==> src/rtl/boot_pkg.sv <==
// rtl/boot_pkg.sv - shared types and constants for the boot/reset controller
package boot_pkg;

   typedef enum logic [2:0] {
      LEN_LO = 3'd0,
      LEN_HI = 3'd1,
      DATA   = 3'd2,
      HOLD   = 3'd3,
      RUN    = 3'd4
   } boot_state_t;

   localparam int WORD_BYTES = 4;
   localparam int LEN_BYTES  = 2;

endpackage

==> src/rtl/boot_word_asm.sv <==
// rtl/boot_word_asm.sv - little-endian byte-to-word assembler
module boot_word_asm
   import boot_pkg::*;
(
   input  logic        clk_i,
   input  logic        clear_i,
   input  logic        byte_valid_i,
   input  logic [7:0]  byte_i,
   output logic        word_valid_o,
   output logic [31:0] word_o
);

   localparam int IDX_W = $clog2(WORD_BYTES);

   logic [IDX_W-1:0] byte_idx_q;
   logic [23:0]      shreg_q;

   // The final byte is not stored; it is combined straight into the output word.
   assign word_valid_o = byte_valid_i && (byte_idx_q == IDX_W'(WORD_BYTES - 1));
   assign word_o       = {byte_i, shreg_q};

   always_ff @(posedge clk_i) begin
      if (clear_i) begin
         byte_idx_q <= '0;
         shreg_q    <= '0;
      end else if (byte_valid_i) begin
         byte_idx_q <= byte_idx_q + 1'b1;
         shreg_q    <= {byte_i, shreg_q[23:8]};
      end
   end

endmodule

==> src/rtl/boot_reset_ctrl.sv <==
// rtl/boot_reset_ctrl.sv - loads a length-prefixed image into imem, then releases core reset
module boot_reset_ctrl
   import boot_pkg::*;
#(
   parameter int ADDR_W      = 8,
   parameter int HOLD_CYCLES = 5
) (
   input  logic              clk_i,
   input  logic              rst_i,
   input  logic              rx_valid_i,
   input  logic [7:0]        rx_data_i,
   output logic              rx_ready_o,
   output logic              imem_we_o,
   output logic [ADDR_W-1:0] imem_addr_o,
   output logic [31:0]       imem_wdata_o,
   output logic              core_rst_o,
   output logic              boot_done_o,
   output logic              overflow_o
);

   localparam logic [15:0] HOLD_INIT = 16'(HOLD_CYCLES - 1);

   boot_state_t       state_q, state_d;
   logic [15:0]       len_q, len_d;
   logic [15:0]       wcnt_q, wcnt_d;
   logic [15:0]       hold_q, hold_d;
   logic              we_q, we_d;
   logic [ADDR_W-1:0] addr_q, addr_d;
   logic [31:0]       wdata_q, wdata_d;
   logic              ovf_q, ovf_d;
   logic              core_rst_q;

   logic              accept;
   logic              word_valid;
   logic [31:0]       word;
   logic              in_range;

   assign rx_ready_o = (state_q == LEN_LO) || (state_q == LEN_HI) || (state_q == DATA);
   assign accept     = rx_valid_i && rx_ready_o;
   assign in_range   = ({16'd0, wcnt_q} < (32'd1 << ADDR_W));

   // Assembler is held clear outside DATA so every image starts on a word boundary.
   boot_word_asm u_word_asm (
      .clk_i        (clk_i),
      .clear_i      (rst_i || (state_q != DATA)),
      .byte_valid_i (accept && (state_q == DATA)),
      .byte_i       (rx_data_i),
      .word_valid_o (word_valid),
      .word_o       (word)
   );

   always_comb begin
      state_d = state_q;
      len_d   = len_q;
      wcnt_d  = wcnt_q;
      hold_d  = hold_q;
      we_d    = 1'b0;
      addr_d  = addr_q;
      wdata_d = wdata_q;
      ovf_d   = ovf_q;
      case (state_q)
         LEN_LO: begin
            if (accept) begin
               len_d[7:0] = rx_data_i;
               state_d    = LEN_HI;
            end
         end
         LEN_HI: begin
            if (accept) begin
               len_d[15:8] = rx_data_i;
               wcnt_d      = '0;
               if ({rx_data_i, len_q[7:0]} == 16'd0) begin
                  state_d = HOLD;
                  hold_d  = HOLD_INIT;
               end else begin
                  state_d = DATA;
               end
            end
         end
         DATA: begin
            if (word_valid) begin
               if (in_range) begin
                  we_d    = 1'b1;
                  addr_d  = wcnt_q[ADDR_W-1:0];
                  wdata_d = word;
               end else begin
                  ovf_d = 1'b1;
               end
               wcnt_d = wcnt_q + 16'd1;
               if (wcnt_q + 16'd1 == len_q) begin
                  state_d = HOLD;
                  hold_d  = HOLD_INIT;
               end
            end
         end
         HOLD: begin
            if (hold_q == 16'd0) state_d = RUN;
            else                 hold_d  = hold_q - 16'd1;
         end
         RUN:     state_d = RUN;
         default: state_d = LEN_LO;
      endcase
   end

   always_ff @(posedge clk_i) begin
      if (rst_i) begin
         state_q    <= LEN_LO;
         len_q      <= '0;
         wcnt_q     <= '0;
         hold_q     <= '0;
         we_q       <= 1'b0;
         addr_q     <= '0;
         wdata_q    <= '0;
         ovf_q      <= 1'b0;
         core_rst_q <= 1'b1;
      end else begin
         state_q    <= state_d;
         len_q      <= len_d;
         wcnt_q     <= wcnt_d;
         hold_q     <= hold_d;
         we_q       <= we_d;
         addr_q     <= addr_d;
         wdata_q    <= wdata_d;
         ovf_q      <= ovf_d;
         core_rst_q <= (state_d != RUN);
      end
   end

   assign imem_we_o    = we_q;
   assign imem_addr_o  = addr_q;
   assign imem_wdata_o = wdata_q;
   assign core_rst_o   = core_rst_q;
   assign boot_done_o  = (state_q == RUN);
   assign overflow_o   = ovf_q;

endmodule

==> config.mk <==
export PLATFORM = sky130hd
export DESIGN_NAME = boot_reset_ctrl
export DESIGN_NICKNAME = d
export VERILOG_FILES = /design/src/rtl/boot_pkg.sv /design/src/rtl/boot_word_asm.sv /design/src/rtl/boot_reset_ctrl.sv
export SDC_FILE = /design/constraint.sdc
export NUM_CORES = 1
export LEC_CHECK = 0
export BUFFER_PORTS_ARGS = -buffer_cell sky130_fd_sc_hd__buf_2
export CAP_MARGIN = 20
export CORE_MARGIN = 3
export CORE_UTILIZATION = 55
export DETAILED_ROUTE_END_ITERATION = 16
export PLACE_DENSITY = 0.77
export SLEW_MARGIN = 25
export SYNTH_ARGS = -nofsm -noshare
export SYNTH_HDL_FRONTEND = slang
export SYNTH_SLANG_ARGS = --single-unit
==> constraint.sdc <==
create_clock -name clk_i -period 2.9 [get_ports clk_i]
set_input_delay 0.29 -clock clk_i [delete_from_list [all_inputs] [get_ports clk_i]]
set_output_delay 0.29 -clock clk_i [all_outputs]
set_load 0.01 [all_outputs]
==> impl_metrics.ini <==
[routing]
drc_errors = 0
wl_met3_um = 1060
highest_layer = met4
drt_iter0_drc = 321
wl_per_cell_um = 16.2
routed_via_density = 5.93
vias = 4914
wl_met1_um = 5870
first_pass_iters = 5
postRouteWirelength_um = 13500
ant_nets = 0
wl_met2_um = 6290

[synthesis]
yosysTopAreaCell = dfxtp_1
netlist_area_mm2 = 0.00534
synth_edf_count = 0
synth.net_count = 661
synth_cells = 647
ys.flop_type = dfxtp_1
ys_top_cells_by_area = dfxtp_1 45%, nand2_1 11%, a21oi_1 7.4%
synth.top_cell.area_share_pct = 45.0
ys_seq_elements = 120
ys_warn_count = 0
syn_avg_cell_area_um2 = 8.26
yosysSeqAreaShare_pct = 45.0
synthDistinctLibCells = 60
yosysMostFrequentCell = nand2_1
ys_top_cells_by_count = 155 x nand2_1, 120 x dfxtp_1, 79 x a21oi_1, 36 x clkbuf_1, 36 x nor2_1
async_flop_share_pct = 0

[critical_path]
startpoint_type = flip-flop
worst-path-max-fanout = 10
cp.arrival_ps = 3070
path_class = flip-flop to flip-flop
endpoint_kind = flip-flop
required_ps = 3300

[power]
seq_power_share_pct = 42.6
irDropWorstVdd_mv = 0.349
switching_share_pct = 26.7
power.switching_uw = 1090
clock_power_share_pct = 48.8
internal_power_uw = 2980
pwr-share-comb_pct = 8.5
p_leak_uw = 0.00250
power_density_mw_per_mm2 = 652

[sta]
rsz0062_at_grt = no
hold_violations = 0
slew_headroom_pct = 44.8
maxSlewViolCount = 0
fin_crit_sh_pct = 92.1
min_period_ps = 2670
setup_viol = 0
finalSetupTns_ps = 0
fin_worst_skew_ps = 8.99
setup_slack_ps = 230
max_freq_mhz = 375
worstMarginPinSlew_ps = 821
fin_hold_ws_ps = 86.5

[placement]
place_congestion = 0.948
post_dp_cell_area_mm2 = 0.00568
port_buffers = 55
placed_cells_incl_taps = 796
dpl.hpwl_um = 8700
place_ws_ps = 284

[layout]
area_growth_pct = 16.8
nets = 700
fin_area_mm2 = 0.00624
drive_above_1_share_pct = 20.7
final_cell_count_no_fill = 828
n_fill_cell = 765
num_antenna_cells = 0

[grt]
grt_pass1_vias = 4559
grt_remaining_overflow = 0
grt_pass1_wl_um = 22400
grt_max_degree = 44
antenna_found_initial = 0
track_usage_pct = 25.0

[die]
die-area_mm2 = 0.0109
num_io_pins = 56
coreArea_mm2 = 0.00933
start_util_pct = 57.3
fp.dieW_um = 105
fp.dieH_um = 105
rows = 35

[clocking]
cts_root_buffer = clkbuf_8
hold_buffers = 0
clock-sinks = 120
cts_buffers = 17
clk_pin_slew_ps = 60
clock_latency_ps = 520
postCtsSetupBuffers = 0
ctsResizeCount = 0
clockBufferDepth = 2
cts_tree = built
htreeDepth = 4

[outcome]
status = finished, final reports clean

[run]
drv_cap = 0

[min_path]
hp-class = input port to flip-flop
[sequential cells by signal, indices dropped and copies added, names as in the netlist]
register,flops
overflow_o,1
hold_q,16
imem_we_o,1
len_q,16
state_q,3
u_word_asm.byte_idx_q,2
core_rst_o,1
u_word_asm.shreg_q,24
imem_addr_o,8
imem_wdata_o,32
wcnt_q,16
[layer usage]
layer  track usage (%)  vias up
li1                  -     2372
met1              33.5     2290
met2              39.8      219
met3              5.62       33
met4              8.83        0
met5                 0        -
[path summary, 6_finish.rpt]
kind                                  startpoint               end  slack, ps  cells past startpoint
worst max register to register         wcnt_q[1]        hold_q[12]        230                      8
worst min register to register  imem_wdata_o[26]  imem_wdata_o[26]        450                      2
worst max-delay path                   wcnt_q[1]        hold_q[12]        230                      8
worst min-delay path                rx_data_i[3]  imem_wdata_o[27]         90                      3
[power groups by stage]
stage	sequential, uW	combinational (uW)	clock (uW)
2_1_floorplan	1750	265	0
3_3_place_gp	1770	329	0
3_5_place_dp	1770	336	0
4_1_cts	1730	342	2020
5_1_grt	1740	383	2090
6_report	1740	348	1990
[per-stage QoR]
| stage | power [uW] | util (%) |
|---|---|---|
| floorplan | 2020 | - |
| global placement | 2100 | 60.8 |
| detailed placement | 2110 | 60.8 |
| CTS | 4090 | 66.9 |
| global route | 4210 | 66.9 |
| finish | 4070 | 66.9 |
[critical path, stage by stage, from the launching register on]
cell     delay [ps]
dfxtp_1         410
ha_1            300
nand3_4         200
or3_4           430
and4b_1         180
a311o_1         340
nand4_2         160
nand2_2         200
a311o_1         350
[layout by cell type, fill, tap and decap left out, drive strengths merged, types with 5 or more instances in the layout]
master,synthesis,layout
a21oi,79,79
a311oi,5,5
a31oi,6,6
and4,6,6
buf,11,68
clkbuf,37,18
dfxtp,120,120
inv,9,16
nand2,156,156
nand3,12,12
nand4,8,8
nor2,36,36
nor3,24,24
nor4,13,13
o21ai,22,22
o221a,25,25
or3,6,6
xnor2,16,16
xor2,6,6
[cells by family after synthesis]
group,after synthesis,share of synthesized area (%)
and+or+nand+nor,287,26.2
DFF,120,45.0
muxes,2,0.398
AOI/OAI and AO/OA,156,19.6
xor gates and xnor gates,22,3.61
buffers and inverters,57,4.52
adders and majority gates,3,0.703
[final cells by class]
class	instances	area, um2	share of cell area (%)
Tap cell	129	161	2.59
Sequential cell	120	2400	38.5
Inverter	9	33.8	0.541
Clock buffer	18	428	6.86
Timing Repair Buffer	68	373	5.98
Multi-Input combinational cell	470	2710	43.4
Clock inverter	14	136	2.19
Note: power is estimated with default switching activity, not from simulation.
